$ cat src/rtl/shifter_pipe.sv
// Pipelined barrel shifter (LSL/LSR/ASR/ROR) with valid/ready flow control and STAGES register slices.
// Optional registered carry_out port is enabled by defining SHIFTER_CARRY_OUT_EN.
module shifter_pipe #(
    parameter int WIDTH = 16,
    parameter int STAGES = 2,
    localparam int SHAMT_W = $clog2(WIDTH)
) (
    input  logic               Clock,
    input  logic               Reset,
    input  logic               in_valid,
    output logic               in_ready,
    input  logic [WIDTH-1:0]   data_in,
    input  logic [SHAMT_W-1:0] shift_amt,
    input  logic [1:0]         op,
    output logic               out_valid,
    input  logic               out_ready,
    output logic [WIDTH-1:0]   data_out
`ifdef SHIFTER_CARRY_OUT_EN
    ,
    output logic               carry_out
`endif
);
    localparam int BASE = SHAMT_W / STAGES;
    localparam int REM  = SHAMT_W % STAGES;

    logic advance;
    genvar gi, gj;

    generate
        for (gi = 0; gi < STAGES; gi++) begin : g_slice
            // Leftover mux levels go to the earliest slices.
            localparam int NLEV = BASE + ((gi < REM) ? 1 : 0);
            localparam int LO   = gi * BASE + ((gi < REM) ? gi : REM);
            localparam int IN_W = SHAMT_W - LO;

            logic             src_valid;
            logic [WIDTH-1:0] src_data;
            logic [IN_W-1:0]  src_amt;
            logic [1:0]       src_op;
            logic             valid_reg;
            logic [WIDTH-1:0] data_reg;
`ifdef SHIFTER_CARRY_OUT_EN
            logic             src_carry;
            logic             carry_reg;
`endif

            if (gi == 0) begin : g_src_in
                assign src_valid = in_valid;
                assign src_data  = data_in;
                assign src_amt   = shift_amt;
                assign src_op    = op;
`ifdef SHIFTER_CARRY_OUT_EN
                assign src_carry = 1'b0;
`endif
            end else begin : g_src_prev
                assign src_valid = g_slice[gi-1].valid_reg;
                assign src_data  = g_slice[gi-1].data_reg;
                assign src_amt   = g_slice[gi-1].g_fwd.amt_reg;
                assign src_op    = g_slice[gi-1].g_fwd.op_reg;
`ifdef SHIFTER_CARRY_OUT_EN
                assign src_carry = g_slice[gi-1].carry_reg;
`endif
            end

            for (gj = 0; gj < NLEV; gj++) begin : g_level
                localparam int SH = 1 << (LO + gj);

                logic [WIDTH-1:0] lvl_in;
                logic [WIDTH-1:0] shifted;
                logic [WIDTH-1:0] lvl_out;

                if (gj == 0) begin : g_first
                    assign lvl_in = src_data;
                end else begin : g_next
                    assign lvl_in = g_level[gj-1].lvl_out;
                end

                always_comb begin
                    shifted = lvl_in;
                    case (src_op)
                        2'b00:   shifted = lvl_in << SH;
                        2'b01:   shifted = lvl_in >> SH;
                        2'b10:   shifted = $unsigned($signed(lvl_in) >>> SH);
                        default: shifted = (lvl_in >> SH) | (lvl_in << (WIDTH - SH));
                    endcase
                end

                assign lvl_out = src_amt[gj] ? shifted : lvl_in;

`ifdef SHIFTER_CARRY_OUT_EN
                // The last active level's outgoing bit is the overall last bit shifted out.
                logic lvl_cin;
                logic out_bit;
                logic lvl_cout;

                if (gj == 0) begin : g_cfirst
                    assign lvl_cin = src_carry;
                end else begin : g_cnext
                    assign lvl_cin = g_level[gj-1].lvl_cout;
                end

                assign out_bit  = (src_op == 2'b00) ? lvl_in[WIDTH-SH] : lvl_in[SH-1];
                assign lvl_cout = src_amt[gj] ? out_bit : lvl_cin;
`endif
            end

            always_ff @(posedge Clock) begin
                if (Reset) begin
                    valid_reg <= 1'b0;
                    data_reg  <= '0;
`ifdef SHIFTER_CARRY_OUT_EN
                    carry_reg <= 1'b0;
`endif
                end else if (advance) begin
                    valid_reg <= src_valid;
                    if (src_valid) begin
                        data_reg  <= g_level[NLEV-1].lvl_out;
`ifdef SHIFTER_CARRY_OUT_EN
                        carry_reg <= g_level[NLEV-1].lvl_cout;
`endif
                    end
                end
            end

            // Only the shift-amount bits still needed downstream travel on.
            if (gi < STAGES - 1) begin : g_fwd
                logic [IN_W-NLEV-1:0] amt_reg;
                logic [1:0]           op_reg;

                always_ff @(posedge Clock) begin
                    if (Reset) begin
                        amt_reg <= '0;
                        op_reg  <= '0;
                    end else if (advance && src_valid) begin
                        amt_reg <= src_amt[IN_W-1:NLEV];
                        op_reg  <= src_op;
                    end
                end
            end
        end
    endgenerate

    assign out_valid = g_slice[STAGES-1].valid_reg;
    assign data_out  = g_slice[STAGES-1].data_reg;
    assign advance   = out_ready | ~out_valid;
    assign in_ready  = advance;
`ifdef SHIFTER_CARRY_OUT_EN
    assign carry_out = g_slice[STAGES-1].carry_reg;
`endif

endmodule
$ cat config.mk
export PLATFORM = sky130hd
export DESIGN_NAME = shifter_pipe
export DESIGN_NICKNAME = d
export VERILOG_FILES = /design/src/rtl/shifter_pipe.sv
export SDC_FILE = /design/constraint.sdc
export NUM_CORES = 1
export LEC_CHECK = 0
export CORE_MARGIN = 10
export CORE_UTILIZATION = 30
export DETAILED_ROUTE_END_ITERATION = 6
export HOLD_SLACK_MARGIN = 0.02
export PLACE_DENSITY = 0.59
export SYNTH_ARGS = -nofsm -noshare
export SYNTH_HDL_FRONTEND = slang
export SYNTH_SLANG_ARGS = --single-unit
$ cat constraint.sdc
create_clock -name Clock -period 1.96 [get_ports Clock]
set_input_delay 0.49 -clock Clock [delete_from_list [all_inputs] [get_ports Clock]]
set_output_delay 0.49 -clock Clock [all_outputs]
set_load 0.005 [all_outputs]
# [Word-level counts from Yosys, hierarchy flattened]
# Index checks and enable logic that the tools add are counted.
[op_classes] reduce_logical=5 eq_ne=4 bitwise_logic=6 n_mux=8
[op_table] cell="$pmux W16 S3" count=4
[op_table] cell="$mux W16" count=4
[op_table] cell="$or A12 B16 Y16" count=1
[op_table] cell="$or A14 B16 Y16" count=1
[op_table] cell="$or A15 B16 Y16" count=1
[op_table] cell="$or A8 B16 Y16" count=1
[op_table] cell="$eq A2 B1 Y1 const B" count=2
[op_table] cell="$eq A2 B2 Y1 const B" count=2
[op_table] cell="$logic_not A2 Y1" count=2
[op_table] cell="$reduce_and A2 Y1" count=2
[op_table] cell="$logic_and A1 B1 Y1" count=1
[op_table] cell="$not A1 Y1" count=1
[op_table] cell="$or A1 B1 Y1" count=1
[totals] output_inout_bits=18 reg_bits=38 inputBits=26 elab_cells=29

# [Depth between registers and ports, before layout]
[logic_depth] depth_word=6 depth_mapped=7 depth_no_buf=4

# [Worst setup path after synthesis]
# No wires, ideal clock.
[synth_path] path_kind="input -> register" start="in op[0]" end="reg g_slice[0].data_reg[10]" required_ps=1828 t_arrival_ps=1534 path_stages=5 n_path_buf=1 setup_time_ps=132 path_slack_ps=294 cell_sequence="nor2_1 > clkbuf_1 > mux4_2 > a211oi_1 > nor3_1"
[synth_via] elab_chain_len=6 elab_cells_between_ends=8 cone_classes="eq/ne: 2; mux: 4; bitwise: 1; reduce/logical: 1"
[synth_lines] element="start: declaration" line="14" text="input logic [1:0] op,"
[synth_lines] element="$eq A2 B2 Y1 (tied with other cells)" line="80" text="case (src_op)"
[synth_lines] element="$pmux W16 S3" line="80"
[synth_lines] element="$mux W16" line="88" text="assign lvl_out = src_amt[gj] ? shifted : lvl_in;"
[synth_lines] element="$or A14 B16 Y16" line="84" text="default: shifted = (lvl_in >> SH) | (lvl_in << (WIDTH - SH));"
[synth_lines] element="$pmux W16 S3" line="80"
[synth_lines] element="$mux W16 (*)" line="88"
[synth_lines] element="end signal: assignment" line="117" text="data_reg <= g_level[NLEV-1].lvl_out;"
[synth_lines] element="end: declaration" line="41" text="logic [WIDTH-1:0] data_reg;"
# Every way passes the cells marked *; elsewhere a longest branch is shown, timed or not.
# A chain may end at the register's enable or synchronous reset.

# [Worst setup path after layout]
[layout_path] start="in shift_amt[0]" end="reg g_slice[0].data_reg[0]"
[layout_via] elab_chain_len=4
[layout_lines] element="start: declaration" line="13" text="input logic [SHAMT_W-1:0] shift_amt,"
[layout_lines] element="$mux W16 (*)" line="88"
[layout_lines] element="$or A14 B16 Y16" line="84"
[layout_lines] element="$pmux W16 S3" line="80"
[layout_lines] element="$mux W16 (*)" line="88"
# Marked as above.

==> qor.yml <==
seq_area_frac_synth_pct: 25.7
worstPathRequired_ns: 2.20
io_buffers: 43
synth_ff_type: "dfxtp_1"
clkLatencyLatePin_ns: 0.29
maxCapViolCount: 0
coreArea_mm2: 0.00968
fin_setup_tns_ns: 0
cp_slowest_stage_delay_ns: 0.55
antennaDiodeCount: 0
viasPerCell: 5.46
clockRootBuffer: "clkbuf_8"
period_needed_ns: 1.89
crit_fanout: 22
switching_share_pct: 29.1
p_int_mw: 1.75
hold_viol: 0
synth_nets: 427
seqPwrFrac_pct: 36.7
async_reset_ff_share_pct: 0
slew_violations: 0
drc_errors: 0
dieWidth_um: 119
nFillCells: 1045
row_count: 36
vias: 3355
multi_input_area_mm2: 0.00201
setup_ws_ns: 0.0729
maxSlewHeadroom_pct: 58.8
cp.arrival_ns: 2.13
worst_path_max_delay_cell: "a2111oi_0"
drtIter0Drc: 132
yosys_warnings: 0
totalPowerFinal_mw: 2.46
wl_per_cell_um: 16.0
syn-cell-area_mm2: 0.00296
grt_pass1_wl_mm: 16.2
path_clk_slew_ns: 0.08
pwr-share-clk_pct: 33.6
rsz0062_at_grt: "false"
antenna_found_initial: 0
fmaxAchievable_mhz: 530
ys_seq_elements: 38
cts_tree: "built"
status: "completed"
drt_first_pass_iters: 4
combPwrFrac_pct: 29.6
syn_avg_cell_area_um2: 7.38
pre_cts_slack_ns: -0.304
syn_inst: 401
start_util_pct: 30.6
holdWs_ns: 0.466
cp_cell_sequence: "clkdlybuf4s50_1 > buf_12 > nor2_1 > a2111oi_0 > o221a_2"
htreeDepth: 2
hold_path_class: "flip-flop to flip-flop"
syn2layout_area_growth_pct: 38.7
routabilityCongestion: 0.881
cts_sinks: 38
fin_util_pct: 42.4
die_y_um: 119
boundaryPins: 44
tightestPinTransition_ns: 0.602
synth.distinct_cells: 48
grt_pass1_vias: 3308
clk_path_buf_depth: 2
fin_skew_ns: 0.00218
postRouteAntennaNets: 0
crit_type: "input pin to flip-flop"
setup_viol: 0
power_density_mw_per_mm2: 600
cts_buffers: 5
cp-start-kind: "input pin"
grt.total_usage_pct: 13.4
grt_max_degree: 53
crit_family: "compound AO/OA/AOI/OAI gates"
post-route-period-util_pct: 96.3
irDropWorstVdd_uv: 404
hpwl_mm: 7.88
crit_buf_inv: 2
die-area_mm2: 0.0142
p_sw_mw: 0.717
layout-drive-gt1-share_pct: 21.2
drt_wl_total_mm: 9.85
leakagePower_nw: 1.48
synth_edf_count: 0
final_nets: 506
final-seq-area_um2: 761
overflow: 0
cp-end-kind: "flip-flop"
## tightest hold or removal path: cells and delay by family, from the launching register on
family          cells  cell delay (ns)
simple gates        1             0.05
compound gates      1             0.05
flops               1             0.32
## synthesized netlist by cell type, types with 2 or more instances
master     instances  area, um^2
o221ai_1           2        17.5
buf_2             15        75.1
or3b_4             2        22.5
o2111ai_1          3        26.3
nand4_1            5        31.3
buf_4              3        22.5
mux4_2             4        90.1
a2111oi_0          2        17.5
clkbuf_1          15        56.3
o211ai_1           7        52.6
nand3_1            2        10.0
o22ai_1            5        31.3
nand2_1           32         120
a31o_2             2        17.5
inv_1              6        22.5
a2111oi_1          2        20.0
a2111oi_2          2        30.0
buf_6              3        33.8
a31oi_1            4        25.0
mux2i_1           16         160
and2_1             3        18.8
o21ai_0           24         120
or3b_2             3        26.3
dfxtp_1           38         761
a311oi_1          15         131
a31o_1             2        17.5
a211oi_1          15         113
a21oi_1           31         155
nor4_1             9        56.3
nor2_1            59         221
nand3b_1           2        15.0
nor3_1            28         140
mux2_2             2        22.5
nand2b_1          13        81.3
or3b_1            12         105
## per-stage QoR
| step | std cells | instance area, um^2 |
|---|---|---|
| 2_1_floorplan | 401 | 2960 |
| 3_3_place_gp | 606 | 3930 |
| 3_5_place_dp | 606 | 3930 |
| 4_1_cts | 614 | 4070 |
| 5_1_grt | 614 | 4110 |
| 6_report | 614 | 4110 |
## final timing paths
check	from	to	cells past startpoint	slack (ns)
setup reg to reg	g_slice[0].g_fwd.op_reg[0]	data_out[7]	5	0.25
hold reg to reg	data_out[15]	data_out[15]	2	0.47
setup / recovery	shift_amt[0]	g_slice[0].data_reg[0]	5	0.07
hold / removal	data_out[15]	data_out[15]	2	0.47
## power groups by stage
| stage | sequential, mW | clock (mW) | combinational, mW |
|---|---|---|---|
| final | 0.905 | 0.828 | 0.730 |
| after global routing | 0.917 | 0.870 | 0.800 |
| after CTS | 0.906 | 0.842 | 0.721 |
| after detailed placement | 0.924 | 0 | 0.719 |
| after global placement | 0.921 | 0 | 0.715 |
| after floorplan | 0.897 | 0 | 0.405 |
## cell type report
| type | instances | share of cell area, % |
|---|---|---|
| Inverter | 7 | 0.640 |
| Clock buffer | 6 | 2.01 |
| Multi-Input combinational cell | 318 | 49.0 |
| Tap cell | 133 | 4.05 |
| Sequential cell | 38 | 18.5 |
| Clock inverter | 2 | 1.46 |
| Timing Repair Buffer | 110 | 24.3 |
## cells by family after synthesis
group	after synthesis	share of synthesized area, %
mux	22	9.21
buf+inv	45	7.52
simple gates	176	30.1
compound gates	120	27.5
flops	38	25.7
## timing repair
action,4_1_cts,5_1_grt
pin swaps,0,1
hold buffers,0,0
setup buffers,0,0
gates cloned,0,0
setup endpoints to repair,1,11
gates resized for setup,1,9
## cells in the final DEF (no fill, tap or decap), types with 3 or more instances in the layout
master           count
o2111ai_1            3
and2_1               3
o21ai_0             24
or3b_1              12
a2111oi_1            3
dfxtp_1             38
a311oi_1            11
nor2_1              58
nand2_1             32
buf_12               5
mux2i_1             16
nand2b_1            13
or3b_2               3
nor3_1              28
clkbuf_8             6
inv_1                6
mux4_2               4
a31oi_1              4
buf_4               62
nor4_1               9
a21oi_1             31
a211oi_1            14
o22ai_1              5
o211ai_1             7
a311oi_2             4
clkdlybuf4s50_1     40
nand4_1              5
## routing by layer
metal,vias to the layer above,global-route usage [%],routed length [um]
met4,0,5.43,303
met5,-,0,0
met2,110,22.6,4680
li1,1655,-,-
met3,26,2.83,521
met1,1564,16.3,4350
Power figures use the tool's default switching activity.
